**config.mk**
```make
export PLATFORM = sky130hd
export DESIGN_NAME = tw_rom_seq_ctrl_flat
export DESIGN_NICKNAME = d
export VERILOG_FILES = /design/src/rtl/tw_rom_seq_ctrl_if.sv /design/src/rtl/tw_rom_seq_ctrl.sv /design/src/flat_wrapper.sv
export SDC_FILE = /design/constraint.sdc
export NUM_CORES = 1
export LEC_CHECK = 0
export ABC_AREA = 0
export CAP_MARGIN = 20
export CORE_ASPECT_RATIO = 0.7
export CORE_MARGIN = 1
export CORE_UTILIZATION = 51
export CTS_CLUSTER_SIZE = 24
export DETAILED_ROUTE_END_ITERATION = 7
export GPL_ROUTABILITY_DRIVEN = 0
export PLACE_DENSITY = 0.73
export SYNTH_ARGS = -nofsm -noshare
export SYNTH_HDL_FRONTEND = slang
export SYNTH_SLANG_ARGS = --single-unit
```
**constraint.sdc**
```tcl
create_clock -name CLK -period 10 [get_ports CLK]
set_clock_uncertainty 0.05 [all_clocks]
set_input_delay 2 -clock CLK [delete_from_list [all_inputs] [get_ports CLK]]
set_output_delay 2 -clock CLK [all_outputs]
set_load 0.005 [all_outputs]
```
**src/rtl/tw_rom_seq_ctrl_if.sv**
```systemverilog
// Host/ROM-side bundle for the twiddle ROM sequencer.
// master = loader/host/testbench side, slave = the sequencer.
interface tw_rom_seq_ctrl_if #(
    parameter int SC_WIDTH = 3,
    parameter int S_WIDTH  = 4,
    parameter int HDW      = 64
);
    logic                start;
    logic                load_en;
    logic                abort;
    logic                tw_valid;
    logic                tw_ready;
    logic [HDW-1:0]      tw_data;
    logic                bfly_ready;
    logic [SC_WIDTH-1:0] stage_counter;
    logic [S_WIDTH-1:0]  state;
    logic                CEN;
    logic [1:0]          ROM2_w;
    logic [HDW-1:0]      horizontal_data_out;
    logic                busy;
    logic                done;

    modport master (
        output start, load_en, abort, tw_valid, tw_data, bfly_ready,
        input  tw_ready, stage_counter, state, CEN, ROM2_w, horizontal_data_out, busy, done
    );

    modport slave (
        input  start, load_en, abort, tw_valid, tw_data, bfly_ready,
        output tw_ready, stage_counter, state, CEN, ROM2_w, horizontal_data_out, busy, done
    );
endinterface

```
**src/rtl/tw_rom_seq_ctrl.sv**
```systemverilog
// Twiddle ROM sequencer: buffers stage-0 halves, bursts them into the ROM, then steps all FFT stages.
// ROM-facing outputs are registered (one cycle after the decision); TW_SEQ_PERF_EN adds stall/fill-wait counters.
module tw_rom_seq_ctrl #(
    parameter int SC_WIDTH         = 3,
    parameter int S_WIDTH          = 4,
    parameter int HDW              = 64,
    parameter int STAGE_NUM        = 3,
    parameter int LOAD_WORDS       = 4,
    parameter int BLOCKS_PER_STAGE = 1024,
    parameter int GAP_CYCLES       = 13
) (
    input  logic              CLK,
    input  logic              rst,
    tw_rom_seq_ctrl_if.slave  bus
`ifdef TW_SEQ_PERF_EN
    ,
    output logic [31:0]       stall_cycles,
    output logic [31:0]       fill_wait_cycles
`endif
);
    localparam int BCW = $clog2(BLOCKS_PER_STAGE);
    localparam int LCW = $clog2(LOAD_WORDS) + 1;
    localparam int IW  = $clog2(LOAD_WORDS);
    localparam int GW  = $clog2(GAP_CYCLES + 1);

    typedef enum logic [S_WIDTH-1:0] {
        S_IDLE = 0, S_FILL = 1, S_BURST = 2, S_DRAIN = 3,
        S_RUN = 4, S_GAP = 5, S_RUN_LAST = 6, S_DONE = 7
    } st_t;

    st_t                 cur, nxt;
    logic                half;
    logic [LCW-1:0]      bcnt;
    logic [IW-1:0]       bidx;
    logic [GW-1:0]       gcnt;
    logic [BCW-1:0]      blk;
    logic [SC_WIDTH-1:0] stage;
    logic [HDW-1:0]      tw_buf [LOAD_WORDS];

    logic xfer, fill_last, burst_last, gap_last, blk_last, stage_last;

    st_t                 o_state, state_q;
    logic                o_cen, cen_q;
    logic [1:0]          o_rw, rw_q;
    logic [HDW-1:0]      o_hd, hd_q;
    logic [SC_WIDTH-1:0] o_stage, stage_q;
    logic                o_done, done_q;

    assign bus.tw_ready = (cur == S_FILL) && (bcnt < LCW'(LOAD_WORDS));
    assign bus.busy     = (cur != S_IDLE);
    assign xfer         = bus.tw_ready && bus.tw_valid;
    assign fill_last    = xfer && (bcnt == LCW'(LOAD_WORDS - 1));
    assign burst_last   = (bidx == IW'(LOAD_WORDS - 1));
    assign gap_last     = (gcnt == GW'(GAP_CYCLES - 1));
    assign blk_last     = (blk == BCW'(BLOCKS_PER_STAGE - 1));
    assign stage_last   = (stage == SC_WIDTH'(STAGE_NUM - 1));

    always_ff @(posedge CLK or posedge rst) begin
        if (rst) cur <= S_IDLE;
        else     cur <= nxt;
    end

    always_comb begin
        nxt = cur;
        if (bus.abort) begin
            nxt = S_IDLE;
        end else begin
            case (cur)
                S_IDLE:  if (bus.start) nxt = bus.load_en ? S_FILL : S_RUN;
                S_FILL:  if (fill_last) nxt = S_BURST;
                S_BURST: if (burst_last) nxt = half ? S_DRAIN : S_FILL;
                S_DRAIN: if (gap_last) nxt = S_RUN;
                S_RUN:   if (bus.bfly_ready && blk_last) nxt = stage_last ? S_DONE : S_GAP;
                S_GAP:   if (gap_last) nxt = S_RUN;
                S_DONE:  nxt = S_IDLE;
                default: nxt = S_IDLE;
            endcase
        end
    end

    // Next values of the registered ROM-facing outputs; abort forces the IDLE pattern.
    always_comb begin
        o_state = S_IDLE;
        o_cen   = 1'b1;
        o_rw    = 2'd0;
        o_hd    = '0;
        o_stage = '0;
        o_done  = 1'b0;
        if (!bus.abort) begin
            case (cur)
                S_FILL:  o_state = S_FILL;
                S_BURST: begin
                    o_state = S_BURST;
                    o_rw    = half ? 2'd2 : 2'd1;
                    o_hd    = tw_buf[bidx];
                end
                S_DRAIN: o_state = S_DRAIN;
                S_RUN: begin
                    o_state = (bus.bfly_ready && blk_last) ? S_RUN_LAST : S_RUN;
                    o_cen   = !bus.bfly_ready;
                    o_stage = stage;
                end
                S_GAP: begin
                    o_state = S_GAP;
                    o_stage = stage;
                end
                S_DONE: begin
                    o_state = S_DONE;
                    o_done  = 1'b1;
                end
                default: o_state = S_IDLE;
            endcase
        end
    end

    always_ff @(posedge CLK or posedge rst) begin
        if (rst) begin
            state_q <= S_IDLE;
            cen_q   <= 1'b1;
            rw_q    <= 2'd0;
            hd_q    <= '0;
            stage_q <= '0;
            done_q  <= 1'b0;
        end else begin
            state_q <= o_state;
            cen_q   <= o_cen;
            rw_q    <= o_rw;
            hd_q    <= o_hd;
            stage_q <= o_stage;
            done_q  <= o_done;
        end
    end

    assign bus.state               = state_q;
    assign bus.CEN                 = cen_q;
    assign bus.ROM2_w              = rw_q;
    assign bus.horizontal_data_out = hd_q;
    assign bus.stage_counter       = stage_q;
    assign bus.done                = done_q;

    always_ff @(posedge CLK or posedge rst) begin
        if (rst) begin
            half  <= 1'b0;
            bcnt  <= '0;
            bidx  <= '0;
            gcnt  <= '0;
            blk   <= '0;
            stage <= '0;
        end else if (bus.abort) begin
            half  <= 1'b0;
            bcnt  <= '0;
            bidx  <= '0;
            gcnt  <= '0;
            blk   <= '0;
            stage <= '0;
        end else begin
            case (cur)
                S_IDLE: if (bus.start) begin
                    half  <= 1'b0;
                    bcnt  <= '0;
                    bidx  <= '0;
                    blk   <= '0;
                    stage <= '0;
                end
                S_FILL: if (xfer) bcnt <= bcnt + 1'b1;
                S_BURST: begin
                    if (burst_last) begin
                        bidx <= '0;
                        if (!half) begin
                            half <= 1'b1;
                            bcnt <= '0;
                        end else begin
                            gcnt <= '0;
                        end
                    end else begin
                        bidx <= bidx + 1'b1;
                    end
                end
                S_DRAIN: begin
                    gcnt <= gap_last ? '0 : gcnt + 1'b1;
                    if (gap_last) begin
                        blk   <= '0;
                        stage <= '0;
                    end
                end
                S_RUN: if (bus.bfly_ready) begin
                    if (blk_last) begin
                        blk  <= '0;
                        gcnt <= '0;
                        if (!stage_last) stage <= stage + 1'b1;
                    end else begin
                        blk <= blk + 1'b1;
                    end
                end
                S_GAP:  gcnt <= gap_last ? '0 : gcnt + 1'b1;
                S_DONE: stage <= '0;
                default: ;
            endcase
        end
    end

    // Buffer contents are don't-care after reset, so no reset here.
    always_ff @(posedge CLK) begin
        if (xfer) tw_buf[bcnt[IW-1:0]] <= bus.tw_data;
    end

`ifdef TW_SEQ_PERF_EN
    always_ff @(posedge CLK or posedge rst) begin
        if (rst) begin
            stall_cycles     <= '0;
            fill_wait_cycles <= '0;
        end else if (cur == S_IDLE && bus.start) begin
            stall_cycles     <= '0;
            fill_wait_cycles <= '0;
        end else begin
            if (cur == S_RUN && !bus.bfly_ready && stall_cycles != 32'hFFFF_FFFF)
                stall_cycles <= stall_cycles + 1'b1;
            if (cur == S_FILL && !bus.tw_valid && fill_wait_cycles != 32'hFFFF_FFFF)
                fill_wait_cycles <= fill_wait_cycles + 1'b1;
        end
    end
`endif
endmodule

```
**src/flat_wrapper.sv**
```systemverilog
// flat-port wrapper written by rule: the top's interface ports become plain ports
module tw_rom_seq_ctrl_flat 
#(
    parameter int SC_WIDTH         = 3,
    parameter int S_WIDTH          = 4,
    parameter int HDW              = 64,
    parameter int STAGE_NUM        = 3,
    parameter int LOAD_WORDS       = 4,
    parameter int BLOCKS_PER_STAGE = 1024,
    parameter int GAP_CYCLES       = 13
)
  (CLK, rst, bus_start, bus_load_en, bus_abort, bus_tw_valid, bus_tw_data, bus_bfly_ready, bus_tw_ready, bus_stage_counter, bus_state, bus_CEN, bus_ROM2_w, bus_horizontal_data_out, bus_busy, bus_done);
  tw_rom_seq_ctrl_if #(.SC_WIDTH(SC_WIDTH), .S_WIDTH(S_WIDTH), .HDW(HDW)) bus_i ();
  input  logic CLK;
  input  logic rst;
  input wire logic [$bits(bus_i.start)-1:0] bus_start;
  input wire logic [$bits(bus_i.load_en)-1:0] bus_load_en;
  input wire logic [$bits(bus_i.abort)-1:0] bus_abort;
  input wire logic [$bits(bus_i.tw_valid)-1:0] bus_tw_valid;
  input wire logic [$bits(bus_i.tw_data)-1:0] bus_tw_data;
  input wire logic [$bits(bus_i.bfly_ready)-1:0] bus_bfly_ready;
  output wire logic [$bits(bus_i.tw_ready)-1:0] bus_tw_ready;
  output wire logic [$bits(bus_i.stage_counter)-1:0] bus_stage_counter;
  output wire logic [$bits(bus_i.state)-1:0] bus_state;
  output wire logic [$bits(bus_i.CEN)-1:0] bus_CEN;
  output wire logic [$bits(bus_i.ROM2_w)-1:0] bus_ROM2_w;
  output wire logic [$bits(bus_i.horizontal_data_out)-1:0] bus_horizontal_data_out;
  output wire logic [$bits(bus_i.busy)-1:0] bus_busy;
  output wire logic [$bits(bus_i.done)-1:0] bus_done;
  assign bus_i.start = bus_start;
  assign bus_i.load_en = bus_load_en;
  assign bus_i.abort = bus_abort;
  assign bus_i.tw_valid = bus_tw_valid;
  assign bus_i.tw_data = bus_tw_data;
  assign bus_i.bfly_ready = bus_bfly_ready;
  assign bus_tw_ready = bus_i.tw_ready;
  assign bus_stage_counter = bus_i.stage_counter;
  assign bus_state = bus_i.state;
  assign bus_CEN = bus_i.CEN;
  assign bus_ROM2_w = bus_i.ROM2_w;
  assign bus_horizontal_data_out = bus_i.horizontal_data_out;
  assign bus_busy = bus_i.busy;
  assign bus_done = bus_i.done;
  tw_rom_seq_ctrl #(.SC_WIDTH(SC_WIDTH), .S_WIDTH(S_WIDTH), .HDW(HDW), .STAGE_NUM(STAGE_NUM), .LOAD_WORDS(LOAD_WORDS), .BLOCKS_PER_STAGE(BLOCKS_PER_STAGE), .GAP_CYCLES(GAP_CYCLES)) u_core (.CLK(CLK), .rst(rst), .bus(bus_i));
endmodule
```
==> run summary <==
top-area cell type share of the netlist area: 57.3%
Filler cells: 1755
die height: 138 um
Final setup viols: 0
met3 usage: 3.87%
worst vdd ir: 0.000146 V
Core Rows: 49
core area: 0.0257 mm^2
Period minus WS final: 4570 ps
DP Area: 0.0152 mm^2
Crit Path Category: reg -> out
R2R Setup Slk: 7180 ps
clock tree buffer depth: 3
Final #Nets: 934
routed vias/inst: 5.71
Mean Syn Cell Area: 19.1 um^2
Initial Utilization: 52.1%
r2r startpoint: u_core.cur[1]
number of synthesized flops with an enable pin: 256
Worst Setup End Kind: primary output
CTS resizes: 0
die area: 0.0270 mm^2
Post-Syn Area: 0.0134 mm^2
Remaining DRCs: 0
FF-to-FF path depth: 3
post-cts hold buffer count: 0
Worst-Margin Slew: 994 ps
Tot Pwr: 3.42 mW
cell area after layout: 0.0163 mm^2
largest net degree at the start of global routing: 76
Critical Path RT: 7950 ps
crit path max fanout: 28
max frequency: 219 MHz
hold path start: u_core.blk[0]
synth unique cells: 66
M2 GR Usage: 30.5%
Primary FF master, synth: edfxtp_1
count leader, synth: edfxtp_1
Tcrit/Tclk final: 45.7%
CTS tree: yes
hold crit path type: reg -> reg
crit path DAT: 2520 ps
clock latency on the worst-skew pair: 560 ps
Comb power frac: 12.2%
port bufs: 146
final setup TNS: 0 ps
Final HPWL DP: 15.4 mm
Worst path max stage delay: 960 ps
worst setup path startpoint: u_core.cur[1]
WL final: 25.9 mm
Hold Path Depth: 1
Post-CTS Setup Inserts: 0
Flop pwr share: 50.9%
vias in the first global route: 7008
CTS H-tree depth: 1
# clock sinks: 356
#FFs+latches synth: 356
via count: 6915
io pins: 148
1st-iter DRT viols: 586
clock-pin slew on the worst setup and hold paths: 70 ps
CTS root buffer: clkbuf_16
Critical Path Slowest Stage Cell: dfrtp_1
Clk pwr share: 36.9%
dominant cell type by area after synthesis: edfxtp_1
synthesis warning total: 0
share of cells above drive strength 1: 16.0%
sw frac: 22.7%
Routed wire per std cell: 21.4 um
async set-or-reset flop fraction in the synthesized netlist: 28.1%
Synth top cells by count: 256 x edfxtp_1, 99 x dfrtp_1, 66 x nor2b_1, 64 x mux4_2
Final Hold Vio Count: 0
Pre-antenna DRT Iters: 5
Num CTS Buffers: 31
chip width: 196 um
RSZ-0062 raised after global routing: no
M1 GR Usage: 28.6%
initial antenna violation count: 4
gr busiest metal: met2
Max Transition Viols Final: 0
DRT antenna net count: 0
worst-path cell chain: nor2_1, and3_1, clkdlybuf4s50_1
power per cell area: 209 mW/mm^2
status: completed
Synth Net Count: 785
Leak Pwr: 5.69 nW
NetSw: 0.775 mW
Worst Hold End: u_core.blk[0]
slew margin rel.: 33.8%
gr ovfl total: 0
R2R Path End: u_core.tw_buf[1][34]
post-synthesis instance total: 703
max-cap viol count: 0
Int Pwr: 2.64 mW
main area contributors after synthesis: edfxtp_1 57%, dfrtp_1 18%, mux4_2 11%
GRT Util Overall: 19.5%
register area share after synthesis: 75.9%
Critical Path Start Type: register
global-route wire length before repair: 39.8 mm
synth-to-layout area growth: 21.6%
[how the worst max path moves through the flow]
stage | endpoint | cells past startpoint
2_1_floorplan | u_core.bcnt[0] | 1
3_3_place_gp | u_core.stage[1] | 5
3_5_place_dp | u_core.stage[0] | 5
4_1_cts | bus_tw_ready | 3
5_1_grt | bus_tw_ready | 3
6_report | bus_tw_ready | 3
[cells in the final DEF, fill, tap and decap left out, types with 7 or more instances in the layout]
master	count
edfxtp_1	256
clkdlybuf4s50_1	146
dfrtp_1	97
nor2b_1	66
mux4_2	64
clkbuf_16	31
nor2_1	19
nand3_1	18
nand2_1	12
ha_1	11
inv_1	10
a21oi_1	8
a31oi_1	7
o21ai_1	7
clkbuf_1	7
[registers in the layout, summed over array words and instances (netlist names), 4 cells and up]
register and cells:
u_core.tw_buf 256, u_core.bus.horizontal_data_out 64, u_core.blk 10, u_core.gcnt 4
[per-stage QoR]
stage | std cells | setup WS [ps] | hold WS (ps) | util (%)
3_5_place_dp | 1149 | 5620 | 488 | 59.0
4_1_cts | 1207 | 5440 | 504 | 63.3
6_report | 1210 | 5430 | 504 | 63.4
2_1_floorplan | 703 | 5330 | 423 | -
3_3_place_gp | 1149 | 5730 | 472 | 59.0
5_1_grt | 1208 | 5330 | 527 | 63.4
[metal layers]
| metal | vias to the layer above | share of wire [%] |
|---|---|---|
| met1 | 3513 | 44 |
| met4 | 2 | 2.0 |
| li1 | 3030 | - |
| met2 | 323 | 47 |
| met5 | - | 0.066 |
| met3 | 47 | 7.5 |
[critical path: cells and delay by family (launching register included)]
kind,cells,cell delay [ps]
and+or+nand+nor,2,550
buffers and inverters,1,440
DFF,1,960
[power groups by stage]
stage	Sequential, mW	Combinational (mW)	Clock (mW)
floorplan	1.74	0.283	0
global placement	1.76	0.404	0
detailed placement	1.77	0.415	0
CTS	1.74	0.419	1.29
global route	1.75	0.451	1.34
finish	1.74	0.416	1.26
[kinds of logic after synthesis]
kind of cell    share of synthesized area (%)
mux                                      11.4
simple gates                             6.66
fa+ha+maj                                1.03
buf+inv                                  1.45
xor+xnor                                0.130
other cells                            0.0279
flops                                    75.9
compound gates                           3.35
[final cells by class]
cell class	instances	area, um^2	share of cell area, %
diodes	2	5.00	0.0307
multi-input cells	302	3060	18.8
repair buffers	149	1500	9.21
flip-flops and latches	356	10200	62.5
clock buffers	41	843	5.17
well taps	331	414	2.54
clock inverters	17	250	1.53
inverters	12	47.5	0.291
Power figures use the tool's default switching activity.
